<file path="config.mk">
export PLATFORM = sky130hd
export DESIGN_NAME = select_scanner
export DESIGN_NICKNAME = d
export VERILOG_FILES = /design/src/rtl/select_scanner.sv
export SDC_FILE = /design/constraint.sdc
export NUM_CORES = 1
export LEC_CHECK = 0
export CAP_MARGIN = 20
export CORE_UTILIZATION = 55
export CTS_CLUSTER_DIAMETER = 50
export CTS_CLUSTER_SIZE = 25
export DETAILED_ROUTE_END_ITERATION = 6
export PLACE_DENSITY = 0.83
export SETUP_SLACK_MARGIN = 0.4
export SLEW_MARGIN = 30
export SYNTH_ARGS = -nofsm -noshare
export SYNTH_HDL_FRONTEND = slang
export SYNTH_SLANG_ARGS = --single-unit
</file>
<file path="constraint.sdc">
create_clock -name clk -period 4 [get_ports clk]
set_input_delay 0.8 -clock clk [delete_from_list [all_inputs] [get_ports clk]]
set_output_delay 0.8 -clock clk [all_outputs]
set_load 0.01 [all_outputs]
</file>
<file path="src/rtl/select_scanner.sv">
// select_scanner: steps a registered 4:1 mux select through 0..3, holding each value for a latched dwell.
module select_scanner #(
  parameter int DWELL_W = 8
) (
  input  logic               clk,
  input  logic               rst,
  input  logic               load,
  input  logic [3:0]         d_in,
  input  logic               start,
  input  logic               mode,
  input  logic [DWELL_W-1:0] dwell,
  input  logic               abort,
  output logic [3:0]         d,
  output logic [1:0]         s,
  output logic               busy,
  output logic               step,
  output logic               done
);
  typedef enum logic [1:0] {IDLE, SCAN, DONE} state_t;
  state_t state, state_n;
  logic [DWELL_W-1:0] cnt, cnt_n, dwell_l, dwell_n;
  logic [3:0] d_n;
  logic [1:0] s_n;
  logic mode_l, mode_n, step_n, done_n, tc;
  assign tc = cnt == dwell_l - DWELL_W'(1);
  always_comb begin
    state_n = state;
    d_n = d;
    s_n = s;
    cnt_n = cnt;
    mode_n = mode_l;
    dwell_n = dwell_l;
    step_n = 1'b0;
    done_n = 1'b0;
    case (state)
      IDLE: begin
        d_n = load ? d_in : d;
        if (start) begin
          state_n = SCAN;
          mode_n = mode;
          dwell_n = (dwell == '0) ? DWELL_W'(1) : dwell;
          cnt_n = '0;
          s_n = 2'd0;
        end
      end
      SCAN: begin
        cnt_n = tc ? '0 : cnt + DWELL_W'(1);
        if (abort) begin
          state_n = IDLE;
          s_n = 2'd0;
          cnt_n = '0;
        end else if (tc) begin
          // s wraps to 0 on the last slot either way; only mode decides stop vs continue
          s_n = s + 2'd1;
          step_n = (s != 2'd3) || mode_l;
          done_n = (s == 2'd3) && !mode_l;
          state_n = done_n ? DONE : SCAN;
        end
      end
      default: state_n = IDLE;
    endcase
  end
  always_ff @(posedge clk) begin
    if (rst) begin
      state <= IDLE;
      d <= '0;
      s <= '0;
      cnt <= '0;
      mode_l <= 1'b0;
      dwell_l <= DWELL_W'(1);
      busy <= 1'b0;
      step <= 1'b0;
      done <= 1'b0;
    end else begin
      state <= state_n;
      d <= d_n;
      s <= s_n;
      cnt <= cnt_n;
      mode_l <= mode_n;
      dwell_l <= dwell_n;
      busy <= state_n == SCAN;
      step <= step_n;
      done <= done_n;
    end
  end
endmodule

</file>
## Word-level counts from Yosys, hierarchy flattened

Index checks and enable logic that the tools add are counted.

| word-level totals | value |
|---|---|
| register bits | 28 |
| bits in latches | 0 |
| bits in writable memories | 0 |
| memory bits (read-only) | 0 |
| bits of input ports | 18 |
| output and inout bits | 9 |
| logic and storage cells | 46 |
| memories kept | 0 |

| cells by class | value |
|---|---|
| add/sub/neg operators | 3 |
| $mul | 0 |
| divide/modulo/power cells | 0 |
| order comparisons | 0 |
| equality and inequality tests | 7 |
| shift-type cells | 0 |
| mux-type cells | 14 |
| bitwise gates (word level) | 2 |
| reductions and logical operators | 11 |

Operator list:

| operator | number |
|---|---|
| $mux 8 | 4 |
| $pmux 8 s2 | 1 |
| $mux 2 | 7 |
| $add 8x1->8 const B | 1 |
| $eq 8x8->1 | 1 |
| $logic_not 8->1 | 1 |
| $pmux 2 s2 | 2 |
| $sub 8x1->8 const B | 1 |
| $reduce_and 2->1 | 3 |
| $eq 2x1->1 const B | 2 |
| $ne 2x2->1 const B | 2 |
| $reduce_or 4->1 | 1 |
| $ne 3x3->1 const B | 1 |
| $reduce_and 3->1 | 1 |
| $add 2x1->2 const B | 1 |
| $eq 2x2->1 const B | 1 |
| $logic_not 2->1 | 1 |
| $not 1->1 | 2 |
| $reduce_bool 2->1 | 1 |
| $logic_and 1x1->1 | 1 |
| $logic_not 1->1 | 1 |
| $logic_or 1x1->1 | 1 |

## Logic depth before layout (Yosys ltp)

| logic depth | value |
|---|---|
| depth in word-level cells | 7 |
| depth in mapped cells | 12 |
| gate-level depth less buffers | 9 |

## Least setup slack after synthesis

No wires, ideal clock.

| timing path | value |
|---|---|
| kind | input port to flip-flop |
| from | input port abort |
| to | register cnt[0] |
| arrival | 2,143 ps |
| required time | 3,941 ps |
| slack | 1,798 ps |
| stages | 4 |
| path buffers | 0 |
| cells stage by stage | or2b_2 -> nor3_1 -> nor2b_1 -> mux2_2 |

| between the ends | value |
|---|---|
| longest elaborated chain between the ends | 2 |

Ends and longest elaborated chain:

| element | RTL line | source |
|---|---|---|
| start: declaration | 12 | `input logic abort,` |
| $mux 8 | 48 | `if (abort) begin` |
| $pmux 8 s2 | 35 | `case (state)` |
| end signal: assignment | 78 | `cnt <= cnt_n;` |
| end: declaration | 21 | `logic [DWELL_W-1:0] cnt, cnt_n, dwell_l, dwell_n;` |

No other way between the ends.
A chain may end at the register's enable or synchronous reset.

## Worst setup path after layout

| timing path | value |
|---|---|
| from | register dwell_l[0] |
| to | register cnt[3] |

| between the ends | value |
|---|---|
| longest elaborated chain between the ends | 5 |

Ends and longest elaborated chain:

| element | RTL line | source |
|---|---|---|
| start: declaration | 21 |  |
| start signal: assignment | 80 | `dwell_l <= dwell_n;` |
| $sub 8x1->8 | 25 | `assign tc = cnt == dwell_l - DWELL_W'(1);` |
| $eq 8x8->1 | 25 |  |
| $mux 8 | 47 | `cnt_n = tc ? '0 : cnt + DWELL_W'(1);` |
| $mux 8 | 48 |  |
| $pmux 8 s2 | 35 |  |

No other way between the ends.

==> impl_metrics.ini <==
[global_routing]
grt-ovfl-total = 0
grt_pass1_wl_um = 4770
grt_max_degree = 18
track_usage_pct = 23.1
antenna_found_initial = 0
first_global_vias = 1095

[placed_design]
dp_slack_ns = 1.25
gp_congestion = 0.771
portBuffers = 26
dp_hpwl_um = 2280
dp_cells = 217

[die]
rows = 18
fp.dieH_um = 53.6
start_util_pct = 58.7
pin_count = 27
fp.coreArea_um2 = 2500
dieArea_um2 = 2880
dieWidth_um = 53.6

[final_layout]
fin_cells = 220
final_cell_mix = 28 x dfxtp_1, 26 x clkdlybuf4s50_1, 24 x nand2_1, 16 x nor2_1, 13 x a21oi_1
drive_gt1_share_pct = 7.37
diodes = 0
areaGrowthSynthToFinish_pct = 17.5
nets = 213
layout_commonest_cell = dfxtp_1
n_fill_cell = 190

[sta]
fin_ws_ns = 1.39
grt_setup_unrepaired = no
clock.fmax_mhz = 383
finalCritPeriodShare_pct = 65.2
skew_ns = 0.00343
drv_slew = 0
finalSetupViolCount = 0
period_minus_slack_ns = 2.61
tns_ns = 0
hold_viol = 0
slew_headroom_pct = 59.2
worst_pin_slew_ns = 0.610

[worst_setup_path]
max_stage_delay_ns = 0.48
required_ns = 4.22
end_kind = flip-flop
start_kind = flip-flop
path_cells = inv_1, ha_1, xor2_1, nor2_1, a21oi_1, a2111o_1, nor2_2, nor2b_1, a221o_1
critPathArrivalTime_ns = 2.83
critPathSlowestCell = dfxtp_1
crit_type = flip-flop to flip-flop
path_max_fanout = 11

[synthesis]
synth.avg_cell_area_um2 = 8.63
netlist_instances = 170
ys_ff_latch = 28
synthTopCellsByArea = dfxtp_1 38%, nand2_1 6.1%, a21oi_1 4.4%, mux2i_1 4.1%, nor2_1 4.1%
yosysTopAreaCell = dfxtp_1
syn_nets = 191
synth_area_um2 = 1470
yosysWarnings = 0
yosysUniqueCellTypes = 38
yosysSeqAreaShare_pct = 38.2
netlist.area_leader.share_pct = 38.2

[clock_network]
cts_setup_buffers = 0
hold_buffers = 0
htreeDepth = 1
clk_latency_ns = 0.31
cts_resized = 0
cts-root-buf = clkbuf_4
cts_buffer_depth = 2
cts_buffers = 3
clkSlewWorstSetupHoldPaths_ns = 0.14
cts.sink_count = 28
tritoncts = yes

[worst_hold_path]
hold_class = flip-flop to flip-flop

[power]
irDropWorstVdd_v = 0.000231
leakage_nw = 0.673
powerDensity_nw_per_um2 = 297

[drt]
via_count = 1242
drt_wl_total_um = 3010
drt_iter0_drc = 33
wl_per_cell_um = 13.7
drc = 0
vias_per_cell = 5.65
drtAntennaViolNets = 0
dr.pass1.iters = 4

[run_status]
status = complete, no violations

[flow_run]
cap_violations = 0
[routing by layer]
layer | global-route usage [%] | wire (um) | vias up
met2 | 40.4 | 1530 | 30
met1 | 28.5 | 1380 | 576
li1 | - | - | 634
met5 | 0 | 0 | -
met3 | 3.67 | 98 | 2
met4 | 8.33 | 10 | 0
[area by class of cell]
cell class | instances | area (um^2) | share of cell area, %
Multi-Input combinational cell | 129 | 823 | 47.8
Sequential cell | 28 | 561 | 32.5
Timing Repair Buffer | 27 | 268 | 15.5
Tap cell | 30 | 37.5 | 2.18
Clock buffer | 3 | 22.5 | 1.31
Inverter | 3 | 11.3 | 0.654
[cells in the mapped netlist]
| library cell | n |
|---|---|
| or2_4 | 1 |
| xor2_1 | 6 |
| nor3_1 | 6 |
| and3_2 | 2 |
| buf_4 | 3 |
| nand4_1 | 1 |
| nor2_1 | 16 |
| nand3b_1 | 2 |
| dfxtp_1 | 28 |
| nor4_1 | 1 |
| and2_1 | 3 |
| a2111o_1 | 1 |
| or2b_2 | 1 |
| o31ai_1 | 1 |
| a21oi_1 | 13 |
| xnor2_1 | 6 |
| nand2b_1 | 1 |
| a22o_1 | 3 |
| nor4_2 | 1 |
| o21bai_1 | 1 |
| nor2b_1 | 5 |
| inv_1 | 3 |
| nand2_1 | 24 |
| nor4b_1 | 2 |
| nand3_1 | 6 |
| mux2i_1 | 6 |
| clkbuf_1 | 4 |
| buf_6 | 3 |
| a211o_1 | 2 |
| nor2_2 | 2 |
| mux2_2 | 1 |
| a21o_1 | 2 |
| a221o_1 | 3 |
| ha_1 | 3 |
| nor4_4 | 1 |
| o21ai_0 | 2 |
| a211o_2 | 1 |
| a31oi_1 | 3 |
[through the flow]
stage / utilization (%) / area (um^2) / hold slack [ns] / total power (W)
6_report: 68.9 / 1720 / 0.492 / 0.000512
2_1_floorplan: - / 1470 / 0.437 / 0.000375
3_5_place_dp: 68.0 / 1700 / 0.476 / 0.000407
5_1_grt: 68.9 / 1720 / 0.505 / 0.000537
3_3_place_gp: 68.0 / 1700 / 0.460 / 0.000402
4_1_cts: 68.9 / 1720 / 0.495 / 0.000515
[registers in the layout, summed over array words and instances, names as in the netlist]
| name | flops |
|---|---|
| state | 2 |
| step | 1 |
| dwell_l | 8 |
| s | 2 |
| mode_l | 1 |
| d | 4 |
| cnt | 8 |
| done | 1 |
| busy | 1 |
[logic make-up (layout without fill, tap and decap cells)]
family	after synthesis	in the layout	share of synthesized area, %
DFF	28	28	38.2
buffers and inverters	13	33	5.63
and+or+nand+nor	75	75	26.6
AOI/OAI and AO/OA	32	32	14.9
muxes	7	7	4.86
xor gates and xnor gates	12	12	7.17
adders and majority gates	3	3	2.56
[critical path, delay by kind of cell (launching register included)]
kind | cells | cell delay, ns
AOI/OAI and AO/OA | 3 | 0.80
and+or+nand+nor | 3 | 0.67
DFF | 1 | 0.48
adders and majority gates | 1 | 0.31
xor gates and xnor gates | 1 | 0.18
buffers and inverters | 1 | 0.08
[where the power goes]
group          switching, W  internal (W)  leakage (nW)   total, W
Clock             0.0000759     0.0000352        0.0138   0.000111
Combinational     0.0000484     0.0000503         0.431  0.0000987
Sequential        0.0000130      0.000290         0.228   0.000303
[worst paths after layout]
| check | start | endpoint | slack, ns | cells after the start |
|---|---|---|---|---|
| worst max-delay path | dwell_l[0] | cnt[3] | 1.39 | 9 |
| worst max register to register | dwell_l[0] | cnt[3] | 1.39 | 9 |
| worst min register to register | mode_l | mode_l | 0.49 | 2 |
| worst min-delay path | mode_l | mode_l | 0.49 | 2 |
No activity file was read; power rests on OpenSTA's default activity.
